--- config.mk ---
export PLATFORM = sky130hd
export DESIGN_NAME = mem_access_unit
export DESIGN_NICKNAME = d
export VERILOG_FILES = /design/src/rtl/mem_access_unit.sv
export SDC_FILE = /design/constraint.sdc
export NUM_CORES = 1
export LEC_CHECK = 0
export ABC_CLOCK_PERIOD_IN_PS = 2100
export BUFFER_PORTS_ARGS = -buffer_cell sky130_fd_sc_hd__buf_2
export CORE_AREA = 2 2 116 118
export DETAILED_ROUTE_END_ITERATION = 16
export DIE_AREA = 0 0 118 120
export PLACE_DENSITY_LB_ADDON = 0.3
export SLEW_MARGIN = 20
export SYNTH_ARGS = -nofsm -noshare
export SYNTH_HDL_FRONTEND = slang
export SYNTH_SLANG_ARGS = --single-unit
--- constraint.sdc ---
create_clock -name clk -period 2.1 [get_ports clk]
set_clock_uncertainty 0.1 [all_clocks]
set_input_delay 0.315 -clock clk [delete_from_list [all_inputs] [get_ports clk]]
set_output_delay 0.315 -clock clk [all_outputs]
set_load 0.05 [all_outputs]
--- src/rtl/mem_access_unit.sv ---
// Load/store access sequencer: lane masking, store alignment, load extension and response timeout.
// Optional macro MEM_MISALIGN_TRAP_EN traps misaligned accesses instead of forcing them aligned.
module mem_access_unit #(
  parameter int AW      = 32,
  parameter int TIMEOUT = 16
) (
  input  logic          clk,
  input  logic          rst,
  input  logic          valid,
  input  logic          load,
  input  logic          store,
  input  logic [2:0]    fun3,
  input  logic [AW-1:0] addr,
  input  logic [31:0]   op_b,
  input  logic          data_valid,
  input  logic [31:0]   wrap_load_in,
  output logic          request,
  output logic          we_re,
  output logic [3:0]    mask,
  output logic [AW-1:0] mem_addr,
  output logic [31:0]   store_data_out,
  output logic [31:0]   wrap_load_out,
  output logic          done,
  output logic          stall,
  output logic          err_timeout,
  output logic          err_misalign
);

  typedef enum logic [1:0] {IDLE, WAIT, DONE} state_t;

  localparam int CW = (TIMEOUT > 1) ? $clog2(TIMEOUT + 1) : 1;
  localparam logic [CW-1:0] CNT_LAST = (TIMEOUT > 0) ? CW'(TIMEOUT - 1) : '0;

  state_t        state_reg, state_next;
  logic [CW-1:0] cnt_reg;
  logic [2:0]    fun3_reg;
  logic [AW-1:0] mem_addr_reg;
  logic          we_re_reg;
  logic [3:0]    mask_reg;
  logic [31:0]   store_data_reg;
  logic [31:0]   wrap_load_reg;
  logic          err_timeout_reg;

  logic          accept;
  logic          is_half;
  logic          is_word;
  logic          trap;
  logic [1:0]    lane;
  logic [3:0]    mask_next;
  logic [31:0]   store_data_next;
  logic [31:0]   load_shifted;
  logic [31:0]   load_ext;
  logic          timeout_hit;

  assign accept  = (state_reg == IDLE) && valid && (load || store);
  assign is_half = (fun3[1:0] == 2'b01);
  assign is_word = fun3[1];

`ifdef MEM_MISALIGN_TRAP_EN
  logic err_misalign_reg;
  assign trap = (is_half && addr[0]) || (is_word && (addr[1:0] != 2'b00));
  assign lane = addr[1:0];
`else
  // Misaligned low address bits are dropped so the access lands on its natural boundary.
  assign trap = 1'b0;
  assign lane = is_word ? 2'b00 : (is_half ? {addr[1], 1'b0} : addr[1:0]);
`endif

  always_comb begin
    mask_next       = 4'b1111;
    store_data_next = op_b;
    case (fun3[1:0])
      2'b00: begin
        mask_next       = 4'b0001 << lane;
        store_data_next = op_b << {lane, 3'b000};
      end
      2'b01: begin
        mask_next       = 4'b0011 << {lane[1], 1'b0};
        store_data_next = op_b << {lane[1], 4'b0000};
      end
      default: begin
        mask_next       = 4'b1111;
        store_data_next = op_b;
      end
    endcase
  end

  // Load data is realigned from the captured lane before extension.
  always_comb begin
    load_shifted = wrap_load_in;
    if (!fun3_reg[1]) begin
      if (fun3_reg[0])
        load_shifted = wrap_load_in >> {mem_addr_reg[1], 4'b0000};
      else
        load_shifted = wrap_load_in >> {mem_addr_reg[1:0], 3'b000};
    end
    case (fun3_reg)
      3'b000:  load_ext = {{24{load_shifted[7]}}, load_shifted[7:0]};
      3'b001:  load_ext = {{16{load_shifted[15]}}, load_shifted[15:0]};
      3'b100:  load_ext = {24'd0, load_shifted[7:0]};
      3'b101:  load_ext = {16'd0, load_shifted[15:0]};
      default: load_ext = load_shifted;
    endcase
  end

  assign timeout_hit = (TIMEOUT != 0) && (state_reg == WAIT) && !data_valid &&
                       (cnt_reg == CNT_LAST);

  always_comb begin
    state_next = state_reg;
    case (state_reg)
      IDLE: if (accept) state_next = trap ? DONE : WAIT;
      WAIT: if (data_valid || timeout_hit) state_next = DONE;
      DONE: state_next = IDLE;
      default: state_next = IDLE;
    endcase
  end

  always_ff @(posedge clk) begin
    if (rst) begin
      state_reg       <= IDLE;
      cnt_reg         <= '0;
      fun3_reg        <= 3'd0;
      mem_addr_reg    <= '0;
      we_re_reg       <= 1'b0;
      mask_reg        <= 4'd0;
      store_data_reg  <= 32'd0;
      wrap_load_reg   <= 32'd0;
      err_timeout_reg <= 1'b0;
    end else begin
      state_reg       <= state_next;
      err_timeout_reg <= timeout_hit;
      if (accept) begin
        cnt_reg        <= '0;
        fun3_reg       <= fun3;
        mem_addr_reg   <= {addr[AW-1:2], lane};
        we_re_reg      <= store;
        mask_reg       <= mask_next;
        store_data_reg <= store_data_next;
      end else if ((state_reg == WAIT) && (TIMEOUT != 0)) begin
        cnt_reg <= cnt_reg + 1'b1;
      end
      if ((state_reg == WAIT) && data_valid && !we_re_reg)
        wrap_load_reg <= load_ext;
      else if (timeout_hit)
        wrap_load_reg <= 32'd0;
    end
  end

`ifdef MEM_MISALIGN_TRAP_EN
  always_ff @(posedge clk) begin
    if (rst) err_misalign_reg <= 1'b0;
    else     err_misalign_reg <= accept && trap;
  end
  assign err_misalign = err_misalign_reg;
`else
  assign err_misalign = 1'b0;
`endif

  assign request        = (state_reg == WAIT);
  assign done           = (state_reg == DONE);
  assign stall          = (state_reg != IDLE) || accept;
  assign we_re          = we_re_reg;
  assign mask           = mask_reg;
  assign mem_addr       = mem_addr_reg;
  assign store_data_out = store_data_reg;
  assign wrap_load_out  = wrap_load_reg;
  assign err_timeout    = err_timeout_reg;

endmodule

==> flow_summary.ini, run 1 <==
[run_status]
status = complete, no violations

[sta]
fin_crit_ns = 1.93
timing.setup.tns_ns = 0
max_slew.worst_pin.slew_ns = 1.03
fin_crit_sh_pct = 92.0
report.final.slew_viol_count = 0
setup_viol = 0
rsz0062_at_grt = false
setup_slack_ns = 0.168
slew_headroom_pct = 30.8
final_hold_viol_count = 0
fmax_mhz = 518

[critical_path]
critPathMaxFanout = 8
critPathCaptureType = primary output
crit_path_start_kind = register
cp_slowest_cell = dfxtp_1
path_cells = nand2b_1 -> clkinv_1 -> buf_2
cp.required_ns = 1.68
arrival_ns = 1.52
max_stage_delay_ns = 0.35
critPathTopFamily = buffers and inverters
critical_path_class = register to primary output
path_buf_inv = 2

[min_path]
hold_class = primary input to register

[detailed_routing]
vias_per_cell = 5.38
wire_per_inst_um = 16.3
drt_wl_total_mm = 15.7
ant_nets = 0
dr_total_vias = 5193
remaining_drc_errors = 0
first_iter_violations = 272
first_pass_iters = 7

[power_and_ir_drop]
finalPower_mw = 5.46
power_density_nw_per_um2 = 824
leakage_nw = 2.93
ir_drop_mv = 0.473

[cells_and_area]
layout_commonest_cell = buf_2
nFillCells = 1275
layout-drive-gt1-share_pct = 35.1
nNetsFinal = 893
regArea_um2 = 2240
area_growth_pct = 30.9
utilization_pct = 51.0
n_antenna_cell = 0
multi_input_area_um2 = 2520
postLayoutCellArea_um2 = 6620
final_cell_mix = buf_2, dfxtp_1, nand2_1

[synthesis]
synthDistinctLibCells = 54
ys_ff_latch = 112
synth_edf_count = 0
synthArstFlopShare_pct = 0
synthFlopType = dfxtp_1
ys_seq_area_share_pct = 44.3
ys_warn_count = 0
syn_avg_cell_area_um2 = 8.66
synthesis.nets = 691
syn_area_um2 = 5060
syn_inst = 584

[global_route]
grt_pass1_vias = 4883
grt_overflow = 0
antenna_found_initial = 0
grt_max_degree = 42
grt_pass1_wl_mm = 25.1
grt_usage_pct = 21.8

[placed_design]
pre_cts_slack_ns = 0.163
gp_routability_congestion = 0.905
io_buffers = 209
hpwlAfterDp_mm = 11.5
placed_area_um2 = 6280

[clock_tree]
ctsRootBufferMaster = clkbuf_16
cts_hold_buf = 0
cts_tree = done
cts_num_sinks = 112
htree_levels = 3
clockBufferDepth = 2
clk_pin_slew_ns = 0.07
numCtsBuffers = 9
clock_insertion_delay_worst_skew_ns = 0.35

[floorplan]
ioPinCount = 211
initial_utilization_pct = 39.0
num_rows = 42
die_y_um = 120
die_area_um2 = 14200
die_w_um = 118
core_um2 = 13000

[run]
maxCapViolCount = 0
worst reg2reg max path: stages, from the launching register on:
cell and delay [ns]:
dfxtp_1 0.36, buf_4 0.27, mux4_2 0.55, o21ai_2 0.12
buf_4 0.24, o2bb2ai_1 0.11
per-layer routing:
layer  up-vias  track usage [%]  wire length, µm
li1       2503                -                -
met1      2470             29.1             6940
met3        25             4.90             1130
met5         -                0                0
met2       195             34.4             7310
met4         0             8.73              329
where the power goes:
group	internal, mW	leakage (nW)	switching [mW]
registers	2.24	0.914	0.0685
logic	0.349	1.85	0.839
clock network	1.19	0.163	0.763
total	3.79	2.93	1.67
final cells by class:
| class | instances | share of cell area [%] |
|---|---|---|
| inverter | 6 | 0.340 |
| clock inverter | 3 | 1.36 |
| timing repair buffer | 238 | 19.3 |
| clock buffer | 12 | 3.72 |
| tap | 176 | 3.33 |
| multi-input combinational | 419 | 38.1 |
| sequential | 112 | 33.9 |
path summary, 6_finish.rpt:
check / cells past startpoint / slack, ns / from / end
setup reg to reg: 5 / 0.24 / mem_addr[1] / wrap_load_out[26]
hold reg to reg: 2 / 0.35 / mask[2] / mask[2]
hold / removal: 3 / 0.1 / addr[8] / mem_addr[8]
setup / recovery: 3 / 0.17 / state_reg[1] / request
Yosys cell counts (all sizes together) (9+ instances only):
cell type	number	area, µm²
a21oi	66	334
nor3b	17	138
o2bb2ai	24	210
clkbuf	18	78.8
a31oi	23	144
nor2	25	93.8
o21ai	27	143
a311oi	10	87.6
a22o	9	78.8
nand2b	13	81.3
dfxtp	112	2240
and3	9	60.1
nand2	106	398
buf	27	191
nand3	16	80.1
metrics by stage:
| stage | cells | hold WS, ns |
|---|---|---|
| 2_1_floorplan | 584 | 0.341 |
| 3_3_place_gp | 951 | 0.330 |
| 3_5_place_dp | 951 | 0.343 |
| 4_1_cts | 966 | 0.0841 |
| 5_1_grt | 966 | 0.0891 |
| 6_report | 966 | 0.0980 |
logic make-up after synthesis:
| kind of cell | Yosys count | share of synthesized area (%) |
|---|---|---|
| fa+ha+maj | 2 | 0.495 |
| mux | 18 | 4.26 |
| xor+xnor | 3 | 0.520 |
| compound gates | 178 | 23.1 |
| simple gates | 217 | 21.1 |
| other cells | 1 | 0.0742 |
| buf+inv | 53 | 6.14 |
| flops | 112 | 44.3 |
repair_timing:
item,CTS,global route
setup buffers,0,0
endpoints found under the setup margin,0,3
gates resized for setup,0,1
(Power assumes the default switching activity.)
==> run 2, diff against run 1 <==
--- a/config.mk
+++ b/config.mk
@@ -10,6 +10,7 @@
 export CORE_AREA = 2 2 116 118
 export DETAILED_ROUTE_END_ITERATION = 16
 export DIE_AREA = 0 0 118 120
+export MAX_ROUTING_LAYER = met4
 export PLACE_DENSITY_LB_ADDON = 0.3
 export SLEW_MARGIN = 20
 export SYNTH_ARGS = -nofsm -noshare
==> run 2 against run 1 <==
Wire length about the same. Die area unchanged. Sequential cell count unchanged. Critical endpoint unchanged. Critical path depth is the same.
==> flow_summary.ini, run 2 (synthesis results as in run 1) <==
[power_and_ir_drop]
power_density_nw_per_um2 = 824
ir_drop_mv = 0.453
leakage_nw = 2.95

[clock_tree]
cts_tree = done
clock_insertion_delay_worst_skew_ns = 0.35
clockBufferDepth = 2
clk_pin_slew_ns = 0.07
cts_setup_buffers = 0
numCtsBuffers = 9
htree_levels = 3
ctsRootBufferMaster = clkbuf_16
cts_num_sinks = 112

[detailed_routing]
remaining_drc_errors = 0
ant_nets = 0
first_iter_violations = 331
wire_per_inst_um = 16.2
vias_per_cell = 5.38
dr_total_vias = 5217
first_pass_iters = 5
drt_wl_total_mm = 15.7

[sta]
fin_crit_sh_pct = 91.8
slew_headroom_pct = 26.7
setup_viol = 0
rsz0062_at_grt = false
max_slew.worst_pin.slew_ns = 1.09
fmax_mhz = 519
timing.setup.tns_ns = 0
report.final.slew_viol_count = 0
final_hold_viol_count = 0
fin_crit_ns = 1.93

[critical_path]
critPathMaxFanout = 8
max_stage_delay_ns = 0.35
cp.required_ns = 1.68
cp_slowest_cell = dfxtp_1
critical_path_class = register to primary output
reg2reg_to = wrap_load_out[6]
critPathTopFamily = buffers and inverters
crit_path_start_kind = register
r2r-start = mem_addr[1]
critPathCaptureType = primary output
arrival_ns = 1.51
r2r_cells = 5
path_cells = nand2b_1 -> clkinv_1 -> buf_2
path_buf_inv = 2
reg2reg_slack_ns = 0.22

[cells_and_area]
final_cell_mix = buf_2, dfxtp_1, nand2_1
area_growth_pct = 31.8
layout_commonest_cell = buf_2
n_antenna_cell = 0
nNetsFinal = 897
layout-drive-gt1-share_pct = 35.9
fin_cells = 970

[placed_design]
io_buffers = 209
dp.cells = 955
gp_routability_congestion = 0.938
hpwlAfterDp_mm = 11.7

[min_path]
hold_class = primary input to register
holdCritStartpoint = addr[10]
hold-path-cell-count = 3
min_to = mem_addr[10]

[global_route]
grt_overflow = 0
grt_pass1_wl_mm = 25.2
grt_usage_pct = 22.7
grt_pass1_vias = 4916
grt_max_degree = 33
antenna_found_initial = 0

[floorplan]
die_w_um = 118
ioPinCount = 211
die_area_um2 = 14200
initial_utilization_pct = 39.0
die_y_um = 120
num_rows = 42
core_um2 = 13000

[run]
maxCapViolCount = 0

[run_status]
status = complete, no violations
==> run 2: cell types whose count changed in the layout (fill, tap and decap cells not counted) <==
cell / delta
a21oi_1: -1
a21oi_2: +1
buf_4: +4
clkbuf_1: -2
clkinvlp_4: +2
nand2b_1: -1
nand2b_2: +1
==> run 2: worst register-to-register path, delay by kind of cell (launching register included) <==
kind | cells | cell delay [ns]
AOI/OAI and AO/OA | 2 | 0.31
buffers and inverters | 2 | 0.58
DFF | 1 | 0.36
and+or+nand+nor | 1 | 0.44
==> run 2: what timing repair did <==
action | in CTS | in global routing
gates resized for setup | 0 | 3
hold buffers | 0 | 0
setup endpoints to repair | 0 | 10
==> run 2: layout make-up <==
class,instances,area [µm²]
clock buffers,10,239
clock inverters,5,105
fillers,1260,6320
inverters,6,22.5
multi-input cells,419,2530
flip-flops and latches,112,2240
well taps,176,220
repair buffers,242,1310
==> run 2: how the worst max path moves through the flow <==
| stage | from | endpoint | slack, ns | cells past startpoint |
|---|---|---|---|---|
| after global routing | state_reg[1] | request | 0.06 | 3 |
| after global placement | fun3[0] | store_data_out[24] | 0.20 | 6 |
| after floorplan | mem_addr[1] | wrap_load_out[10] | 0.07 | 4 |
| final | state_reg[1] | request | 0.17 | 3 |
| after detailed placement | state_reg[1] | store_data_out[17] | 0.13 | 4 |
| after CTS | state_reg[1] | store_data_out[17] | 0.11 | 4 |
==> run 2: per-stage QoR <==
stage / power (mW) / instance area, µm² / setup WS (ns) / hold slack, ns / util (%)
floorplan: 3.17 / 5060 / 0.0689 / 0.341 / -
global placement: 3.53 / 6310 / 0.198 / 0.329 / 48.6
detailed placement: 3.55 / 6310 / 0.133 / 0.343 / 48.6
CTS: 5.53 / 6650 / 0.113 / 0.0802 / 51.2
global route: 5.71 / 6660 / 0.0624 / 0.0921 / 51.3
finish: 5.49 / 6660 / 0.173 / 0.0931 / 51.3
==> run 2: report_power, final <==
group          internal (mW)  switching (mW)
Clock                   1.19           0.787
Combinational          0.358           0.843
Sequential              2.24          0.0683
==> run 2: layer usage <==
metal | track usage, % | vias up | part of all wire [%]
li1 | - | 2506 | -
met3 | 4.42 | 26 | 6.6
met5 | - | - | 0
met1 | 29.0 | 2465 | 45
met2 | 35.5 | 220 | 46
met4 | 8.73 | 0 | 2.1
==> run 3, diff against run 2 <==
--- a/config.mk
+++ b/config.mk
@@ -7,9 +7,9 @@
 export LEC_CHECK = 0
 export ABC_CLOCK_PERIOD_IN_PS = 2100
 export BUFFER_PORTS_ARGS = -buffer_cell sky130_fd_sc_hd__buf_2
-export CORE_AREA = 2 2 116 118
+export CORE_AREA = 2 2 149 93
 export DETAILED_ROUTE_END_ITERATION = 16
-export DIE_AREA = 0 0 118 120
+export DIE_AREA = 0 0 151 95
 export MAX_ROUTING_LAYER = met4
 export PLACE_DENSITY_LB_ADDON = 0.3
 export SLEW_MARGIN = 20
==> run 3 against run 2 <==
Combinational power is essentially flat. Critical path type unchanged. Worst setup slack lost 0.0045 ns. Global-route usage is essentially flat.
==> flow_summary.ini, run 3 (synthesis results as in run 1) <==
[run_status]
status = complete, no violations

[clock_tree]
clock_insertion_delay_worst_skew_ns = 0.34
cts_hold_buf = 0
clk_pin_slew_ns = 0.08
ctsRootBufferMaster = clkbuf_16
clockBufferDepth = 2
htree_levels = 3
numCtsBuffers = 9
cts_num_sinks = 112
cts_tree = done

[global_route]
antenna_found_initial = 1
grt_pass1_vias = 4770
grt_usage_pct = 22.6
grt_overflow = 0
grt_pass1_wl_mm = 24.6
grt_max_degree = 47

[detailed_routing]
remaining_drc_errors = 0
routed.top_layer = met4
wl_met2_mm = 6.88
first_pass_iters = 7
first_iter_violations = 311
dr_wl_met3_mm = 1.58
drt-met1-wl_mm = 7.68
ant_nets = 0
wire_per_inst_um = 16.9
dr_total_vias = 5223
vias_per_cell = 5.42
drt_wl_total_mm = 16.3

[critical_path]
path_buf_inv = 2
path_cells = nand2b_1 -> clkinvlp_4 -> buf_2
critical_path_class = register to primary output
critPathTopFamily = buffers and inverters
r2r-start = mem_addr[0]
cp_slowest_cell = dfxtp_1
r2r_cells = 5
critPathCaptureType = primary output
critPathMaxFanout = 8
reg2reg_to = wrap_load_out[13]
reg2reg_slack_ns = 0.18
max_stage_delay_ns = 0.36
arrival_ns = 1.52
cp.required_ns = 1.68
crit_path_start_kind = register

[min_path]
holdCritStartpoint = addr[9]
hold_class = primary input to register
hold-path-cell-count = 3
min_to = mem_addr[9]

[placed_design]
gp_routability_congestion = 0.888
hpwlAfterDp_mm = 12.2
pre_cts_slack_ns = 0.177
io_buffers = 209

[cells_and_area]
utilization_pct = 50.1
final_cell_mix = buf_2, dfxtp_1, nand2_1
layout_commonest_cell = buf_2
layout-drive-gt1-share_pct = 35.2
area_growth_pct = 30.0
nNetsFinal = 891

[floorplan]
die_y_um = 95
die_area_um2 = 14300
core_um2 = 13100
initial_utilization_pct = 38.5
ioPinCount = 211
die_w_um = 151
num_rows = 33

[sta]
fin_crit_ns = 1.93
setup_slack_ns = 0.168
fmax_mhz = 518
setup_viol = 0
report.final.slew_viol_count = 0
final_hold_viol_count = 0
timing.setup.tns_ns = 0
max_slew.worst_pin.slew_ns = 1.05
rsz0062_at_grt = false
fin_crit_sh_pct = 92.0
slew_headroom_pct = 29.5

[power_and_ir_drop]
ir_drop_mv = 0.372
power_density_nw_per_um2 = 784
leakage_nw = 2.89

[run]
maxCapViolCount = 0
-- run 3: cell count changes in the layout (fill, tap and decap cells not counted), sizes merged --
cell	before	now
bufinv	3	0
inv	4	5
diode	0	1
buf	242	236
clkinvlp	2	3
clkinv	2	3
-- run 3: worst max-delay path by stage --
stage | from | to | slack (ns) | depth (start not counted)
floorplan | mem_addr[1] | wrap_load_out[10] | 0.07 | 4
finish | state_reg[1] | request | 0.17 | 3
global placement | fun3[0] | store_data_out[8] | 0.22 | 5
detailed placement | fun3[0] | store_data_out[28] | 0.18 | 6
CTS | state_reg[1] | request | 0.14 | 3
global route | state_reg[1] | request | 0.02 | 3
-- run 3: tightest hold or removal path, cell delays in order --
cell and delay [ns]:
buf_2 0.09, nand2_1 0.05, a21oi_1 0.05
-- run 3: metrics by stage --
stage / hold slack (ns) / instance area [µm²] / instances / total power [mW]
final: 0.105 / 6570 / 964 / 5.15
after global routing: 0.0897 / 6570 / 964 / 5.37
after CTS: 0.0848 / 6570 / 963 / 5.21
after detailed placement: 0.340 / 6290 / 948 / 3.55
after global placement: 0.332 / 6290 / 948 / 3.53
after floorplan: 0.341 / 5060 / 584 / 3.17
-- run 3: layout make-up --
| cell class | count | area (µm²) |
|---|---|---|
| Clock buffer | 10 | 239 |
| Clock inverter | 5 | 41.3 |
| Multi-Input combinational cell | 419 | 2520 |
| Sequential cell | 112 | 2240 |
| Tap cell | 175 | 219 |
| Timing Repair Buffer | 236 | 1290 |
| Fill cell | 1268 | 6560 |
| Inverter | 6 | 26.3 |
| Antenna cell | 1 | 2.50 |
-- run 3: per-layer routing --
metal  vias to the layer above  global-route usage [%]
li1                       2498                       -
met1                      2438                    32.7
met2                       270                    31.9
met3                        17                    5.36
met4                         0                    4.83
met5                         -                       -
-- run 3: timing repair --
| action | 4_1_cts | 5_1_grt |
|---|---|---|
| setup endpoints to repair | 0 | 1 |
| buffers inserted | 0 | 0 |
| gates resized for setup | 0 | 1 |
-- run 3: power breakdown --
group          total, mW  internal, mW  switching (mW)
clock               1.64         0.841           0.800
sequential          2.31          2.24          0.0674
combinational       1.20         0.353           0.849
